**src/rtl/cla_serial_pkg.sv**
```systemverilog
// Shared types and helpers for the nibble-serial carry-lookahead adder.
// Latency: n/a (declarations only).
// Backpressure: n/a.
package cla_serial_pkg;

  localparam int NIBBLE_W = 4;

  typedef enum logic [1:0] {
    IDLE = 2'd0,
    RUN  = 2'd1,
    DONE = 2'd2
  } state_t;

  // claadder numbers its nibble ports MSB-first ([0:3], index 0 = MSB);
  // our datapath is LSB-first ([3:0]). These two helpers make the
  // index reversal explicit at the boundary.
  function automatic logic [0:NIBBLE_W-1] to_cla_order(input logic [NIBBLE_W-1:0] nib);
    logic [0:NIBBLE_W-1] r;
    for (int i = 0; i < NIBBLE_W; i++) begin
      r[i] = nib[NIBBLE_W-1-i];
    end
    return r;
  endfunction

  function automatic logic [NIBBLE_W-1:0] from_cla_order(input logic [0:NIBBLE_W-1] nib);
    logic [NIBBLE_W-1:0] r;
    for (int k = 0; k < NIBBLE_W; k++) begin
      r[k] = nib[NIBBLE_W-1-k];
    end
    return r;
  endfunction

endpackage

```
**src/rtl/claadder.sv**
```systemverilog
// 4-bit carry-lookahead adder slice; nibble ports are [0:3] with index 0 = MSB.
// Latency: purely combinational.
// Backpressure: none (no handshake).
module claadder (
  input  logic [0:3] A,
  input  logic [0:3] B,
  input  logic       c0,
  output logic [0:3] SUM,
  output logic       Carry
);

  // g/p/c are indexed by bit weight (0 = LSB), i.e. port index 3-k
  logic [3:0] g;
  logic [3:0] p;
  logic [4:0] c;

  // Generate/propagate terms, lookahead carries and sum bits
  always_comb begin
    g = '0;
    p = '0;
    c = '0;
    SUM = '0;
    for (int k = 0; k < 4; k++) begin
      g[k] = A[3-k] & B[3-k];
      p[k] = A[3-k] ^ B[3-k];
    end
    c[0] = c0;
    c[1] = g[0] | (p[0] & c0);
    c[2] = g[1] | (p[1] & g[0]) | (p[1] & p[0] & c0);
    c[3] = g[2] | (p[2] & g[1]) | (p[2] & p[1] & g[0]) | (p[2] & p[1] & p[0] & c0);
    c[4] = g[3] | (p[3] & g[2]) | (p[3] & p[2] & g[1]) | (p[3] & p[2] & p[1] & g[0])
         | (p[3] & p[2] & p[1] & p[0] & c0);
    for (int k = 0; k < 4; k++) begin
      SUM[3-k] = p[k] ^ c[k];
    end
  end

  assign Carry = c[4];

endmodule

```
**src/rtl/cla_serial_adder.sv**
```systemverilog
// Multi-precision adder: streams WIDTH-bit operands LSB nibble first through one claadder.
// Latency: out_valid NIBBLES edges after accept; one op per NIBBLES+2 cycles.
// Backpressure: result held in DONE until out_ready; in_ready only in IDLE. Option: CLA_SERIAL_OVF_DETECT_EN adds ovf.
module cla_serial_adder
  import cla_serial_pkg::*;
#(
  parameter  int NIBBLES = 4,
  localparam int WIDTH   = NIBBLE_W * NIBBLES
) (
  input  logic             clk,
  input  logic             rst_n,
  input  logic             in_valid,
  output logic             in_ready,
  input  logic [WIDTH-1:0] a,
  input  logic [WIDTH-1:0] b,
  input  logic             cin,
  output logic             out_valid,
  input  logic             out_ready,
  output logic [WIDTH-1:0] sum,
  output logic             cout
`ifdef CLA_SERIAL_OVF_DETECT_EN
  ,
  output logic             ovf
`endif
);

  localparam int          CNT_W = $clog2(NIBBLES);
  localparam logic [CNT_W-1:0] LAST_NIB = CNT_W'(NIBBLES - 1);

  state_t               state_q;
  state_t               state_d;
  logic                 live_q;
  logic [WIDTH-1:0]     a_sh_q;
  logic [WIDTH-1:0]     b_sh_q;
  logic [WIDTH-1:0]     sum_q;
  logic                 carry_q;
  logic                 cout_q;
  logic [CNT_W-1:0]     cnt_q;
  logic                 accept;
  logic [0:NIBBLE_W-1]  cla_sum;
  logic                 cla_carry;
  logic [NIBBLE_W-1:0]  sum_nib;
`ifdef CLA_SERIAL_OVF_DETECT_EN
  logic [1:0]           msb_q;
  logic                 ovf_q;
`endif

  assign accept  = in_valid & in_ready;
  assign sum_nib = from_cla_order(cla_sum);

  claadder O_cla (
    .A     (to_cla_order(a_sh_q[NIBBLE_W-1:0])),
    .B     (to_cla_order(b_sh_q[NIBBLE_W-1:0])),
    .c0    (carry_q),
    .SUM   (cla_sum),
    .Carry (cla_carry)
  );

  // State register; also a flag that keeps in_ready low while in reset
  always_ff @(posedge clk or negedge rst_n) begin
    if (!rst_n) begin
      state_q <= IDLE;
      live_q  <= 1'b0;
    end else begin
      state_q <= state_d;
      live_q  <= 1'b1;
    end
  end

  // Next-state: accept -> RUN, last nibble -> DONE, result taken -> IDLE
  always_comb begin
    state_d = state_q;
    unique case (state_q)
      IDLE:    if (accept) state_d = RUN;
      RUN:     if (cnt_q == LAST_NIB) state_d = DONE;
      DONE:    if (out_ready) state_d = IDLE;
      default: state_d = IDLE;
    endcase
  end

  // Handshake outputs decoded from registered state only
  always_comb begin
    in_ready  = (state_q == IDLE) && live_q;
    out_valid = (state_q == DONE);
  end

  // Datapath: capture at accept, then one nibble per RUN edge
  always_ff @(posedge clk or negedge rst_n) begin
    if (!rst_n) begin
      a_sh_q  <= '0;
      b_sh_q  <= '0;
      sum_q   <= '0;
      carry_q <= 1'b0;
      cout_q  <= 1'b0;
      cnt_q   <= '0;
`ifdef CLA_SERIAL_OVF_DETECT_EN
      msb_q   <= '0;
      ovf_q   <= 1'b0;
`endif
    end else begin
      case (state_q)
        IDLE: begin
          if (accept) begin
            a_sh_q  <= a;
            b_sh_q  <= b;
            carry_q <= cin;
            cnt_q   <= '0;
            sum_q   <= '0;
`ifdef CLA_SERIAL_OVF_DETECT_EN
            msb_q   <= {a[WIDTH-1], b[WIDTH-1]};
`endif
          end
        end
        RUN: begin
          a_sh_q  <= a_sh_q >> NIBBLE_W;
          b_sh_q  <= b_sh_q >> NIBBLE_W;
          sum_q   <= {sum_nib, sum_q[WIDTH-1:NIBBLE_W]};
          carry_q <= cla_carry;
          if (cnt_q == LAST_NIB) begin
            cout_q <= cla_carry;
`ifdef CLA_SERIAL_OVF_DETECT_EN
            // carry into the MSB is a^b^sum at that bit; xor with carry out
            ovf_q  <= msb_q[1] ^ msb_q[0] ^ sum_nib[NIBBLE_W-1] ^ cla_carry;
`endif
          end else begin
            cnt_q <= cnt_q + CNT_W'(1);
          end
        end
        default: ;
      endcase
    end
  end

  assign sum  = sum_q;
  assign cout = cout_q;
`ifdef CLA_SERIAL_OVF_DETECT_EN
  assign ovf  = ovf_q;
`endif

endmodule

```
**config.mk**
```make
export PLATFORM = sky130hd
export DESIGN_NAME = cla_serial_adder
export DESIGN_NICKNAME = d
export VERILOG_FILES = /design/src/rtl/cla_serial_pkg.sv /design/src/rtl/claadder.sv /design/src/rtl/cla_serial_adder.sv
export SDC_FILE = /design/constraint.sdc
export NUM_CORES = 1
export LEC_CHECK = 0
export ABC_AREA = 0
export BUFFER_PORTS_ARGS = -buffer_cell sky130_fd_sc_hd__buf_2
export CORE_ASPECT_RATIO = 1.5
export CORE_MARGIN = 2
export CORE_UTILIZATION = 48
export DETAILED_ROUTE_END_ITERATION = 10
export GPL_TIMING_DRIVEN = 0
export PLACE_DENSITY_LB_ADDON = 0.1
export REMOVE_ABC_BUFFERS = 1
export SLEW_MARGIN = 20
export SYNTH_ARGS = -nofsm -noshare
export SYNTH_HDL_FRONTEND = slang
export SYNTH_SLANG_ARGS = --single-unit
export TNS_END_PERCENT = 1
```
**constraint.sdc**
```tcl
create_clock -name clk -period 1.6 [get_ports clk]
set_input_delay 0.16 -clock clk [delete_from_list [all_inputs] [get_ports clk]]
set_output_delay 0.16 -clock clk [all_outputs]
set_load 0.005 [all_outputs]
```
==> impl_metrics.py <==
metrics = {
    "job": {
        "drv.max_cap_violation_count": 0,
    },
    "run_status": {
        "status": "finished, violations left",
        "violations": "negative setup slack",
    },
    "cts": {
        "ctsHtreeMaxLevel": 2,
        "numCtsBuffers": 5,
        "cts_tree": "built",
        "clock_tree.buffer_depth": 2,
        "clock-root-buffer": "sky130_fd_sc_hd__clkbuf_8",
        "cts.clk_slew.worst_paths_ns": 0.10,
        "worst_skew_pair.late_latency_ns": 0.31,
        "tritoncts_num_sinks": 55,
    },
    "yosys": {
        "postSynth.asyncResetShare_pct": 100,
        "synth_ff_type": "sky130_fd_sc_hd__dfrtp_1",
        "synth_sequential_area_ratio_pct": 56.3,
        "yosys-mux-area-fraction_pct": 0,
        "syn_avg_cell_area_um2": 9.51,
        "warnings_from_yosys": 0,
        "yosys.area_share.xor_xnor_pct": 0.358,
        "synthSimpleGateAreaFrac_pct": 24.4,
        "post_synth_num_cell_types": 35,
        "netlist_area_um2": 2440,
        "yosys_register_bits": 55,
        "synth_edf_count": 0,
        "post_synth_fa_ha_maj_area_fraction_pct": 3.89,
        "largest_family_of_logic_cells_by_synthesized_area": "simple AND/OR/NAND/NOR gates",
        "synth_compound_area_share_pct": 10.6,
        "synth_cells": 257,
    },
    "setup_path": {
        "critical_path_peak_fanout": 4,
        "cpPeakStageDelay_ns": 0.43,
        "cp_data_required_time_ns": 1.81,
        "worst-endpoint-arrival_ns": 1.81,
        "path_buf_inv": 0,
        "setup.worst_path.class": "reg2reg",
        "cp-startpoint": "a_sh_q[0]",
        "timing.critical_path.slowest_stage_cell": "sky130_fd_sc_hd__dfrtp_1",
        "cp-start-kind": "register",
        "reg2reg_from": "a_sh_q[0]",
        "critical_path.endpoint_type": "register",
        "cp_top_family": "compound AO/OA/AOI/OAI gates",
        "worstPathCellList": "ha_1, a21o_1, a311o_1, a31o_2",
    },
    "pwr": {
        "power_leakage_nw": 1.49,
        "worst_case_vdd_ir_drop_uv": 914,
        "power.density_cell_area_nw_per_um2": 2010,
    },
    "global_route": {
        "grt_max_degree": 56,
        "grt_first_pass_wirelength_um": 8670,
        "globalRouteTotalUtil_pct": 18.8,
        "number_of_global_route_vias_before_repair": 1907,
        "grt_antenna_before_repair": 0,
        "grt_overflow": 0,
    },
    "cells_and_area": {
        "final_layout_size_suffix_gt1_share_pct": 25.2,
        "antennaDiodeCount": 0,
        "fin_area_um2": 3000,
        "multi_input_comb_area_um2": 1010,
        "areaGrowthSynthToFinish_pct": 22.8,
        "n_fill_cell": 460,
        "sequential_cell_area_um2": 1380,
        "finish.net_count": 353,
    },
    "min_path": {
        "class_of_the_tightest_hold_or_removal_check": "in2reg",
        "beginning_of_the_worst_hold_path": "a[13]",
    },
    "sta": {
        "slew_limit_fails": 0,
        "post-route-min-period_ns": 1.61,
        "whs_ns": 0.0339,
        "final_critical_path_setup_slack_ns": -0.00916,
        "hold_viol": 0,
        "worst_pin_slew_ns": 0.682,
        "setup_viol": 1,
        "period_share_pct": 101,
        "timing.setup.tns_ns": -0.00916,
        "fin_worst_skew_ns": 0.00965,
        "rsz_0062_raised_after_global_routing": "yes",
        "fmax_mhz": 621,
        "max-slew-margin-rel_pct": 54.5,
    },
    "detailed_routing": {
        "drt-total-wl_um": 5010,
        "detail-route-antenna-nets": 0,
        "dr.first_iter.drc_count": 104,
        "post_drt_via_cell_ratio": 5.37,
        "wire_per_inst_um": 13.3,
        "drt_pass1_iterations": 4,
        "routed-via-count": 2019,
        "remaining_drc_errors": 0,
    },
    "placed_design": {
        "detailed_place_hpwl_um": 3350,
        "place_ws_ns": -0.279,
        "numPortBuffers": 55,
        "dpl-instance-area_um2": 2850,
        "gp_congestion": 0.705,
    },
    "die": {
        "die_outline_area_um2": 5690,
        "total_i_o_pin_count": 56,
        "core-area_um2": 4890,
        "placement_rows": 31,
        "chipWidth_um": 62.3,
        "floorplan.initialDensity_pct": 50.0,
        "floorplan.die.height_um": 91.4,
    },
}
## routing by layer
metal / GRT usage, % / part of all wire, % / wire length (µm)
met1: 23.0 / 43 / 2140
met2: 33.7 / 53 / 2640
met3: 3.59 / 3.2 / 161
met4: 5.56 / 1.4 / 68
met5: 0 / 0 / 0
## final timing paths
path                            depth (start not counted)         end  slack, ns
worst max-delay path                                    4     sum[15]     -0.009
worst min-delay path                                    3  a_sh_q[13]       0.03
worst max register to register                          4     sum[15]     -0.009
worst min register to register                          2      sum[0]       0.49
max in group asynchronous                               2  state_q[0]       0.70
min in group asynchronous                               2  state_q[1]       0.43
## registers in the layout, indices dropped and copies added, names as in the netlist
signal and cells:
a_sh_q 16, b_sh_q 16, sum 16, cnt_q 2
state_q 2, carry_q 1, cout 1, live_q 1
## power breakdown
part           internal [mW]  leakage, nW  total (mW)  switching [mW]
combinational           1.32        0.769        2.80            1.48
sequential              2.03        0.675        2.45           0.419
clock                  0.355       0.0484       0.787           0.431
total                   3.70         1.49        6.04            2.33
## worst min-delay path, stage by stage
cell,delay [ns]
sky130_fd_sc_hd__buf_2,0.07
sky130_fd_sc_hd__nand2_1,0.04
sky130_fd_sc_hd__nand2_1,0.04
## timing repair
action,in CTS,in global routing
gates resized for setup,3,0
pin swaps,3,1
hold buffers,1,0
setup endpoints to repair,32,20
buffers inserted,1,3
endpoints found under the hold margin,55,0
## synthesized netlist by cell type (all sizes together), types with 2 or more instances
master,n,share of area [%]
o22ai,23,5.9
buf,13,2.8
nand2,43,6.6
nand3,26,5.3
dfrtp,55,56
and3,2,0.51
inv,3,0.46
clkbuf,7,1.1
a21oi,3,0.61
a21o,2,0.61
nor2,26,4.0
a22oi,2,0.61
ha,6,3.1
nor3,23,4.7
nand2b,2,0.51
o21ai,4,0.82
## layout by cell type, fill, tap and decap left out, types with 5 or more instances in the layout
cell type,Yosys,routed
sky130_fd_sc_hd__buf_2,12,54
sky130_fd_sc_hd__o22ai_1,23,23
sky130_fd_sc_hd__clkbuf_8,0,6
sky130_fd_sc_hd__ha_1,6,6
sky130_fd_sc_hd__dfrtp_1,55,53
sky130_fd_sc_hd__nor2_1,26,26
sky130_fd_sc_hd__nand3_1,26,26
sky130_fd_sc_hd__nor3_1,23,23
sky130_fd_sc_hd__nand2_1,43,43
sky130_fd_sc_hd__buf_4,1,5
## kinds of logic after synthesis
group,count (synthesis)
AO/OA/AOI/OAI,40
buffers and inverters,23
other,1
flip-flops,55
XOR/XNOR,1
AND/OR/NAND/NOR,130
adder cells (fa/ha/maj),7
## layout make-up
cell class	count	area share [%]
inverter	3	0.375
timing repair buffer	65	14.1
tap	66	2.75
multi-input combinational	179	33.6
sequential	55	45.9
clock buffer	7	2.88
clock inverter	1	0.292
## per-stage QoR
| step | utilization (%) | instances | power, mW |
|---|---|---|---|
| 2_1_floorplan | - | 237 | 4.21 |
| 3_3_place_gp | 55.4 | 358 | 4.73 |
| 3_5_place_dp | 58.2 | 363 | 5.26 |
| 4_1_cts | 60.7 | 373 | 6.09 |
| 5_1_grt | 61.4 | 376 | 6.61 |
| 6_report | 61.4 | 376 | 6.04 |
No activity file was read; power rests on OpenSTA's default activity.
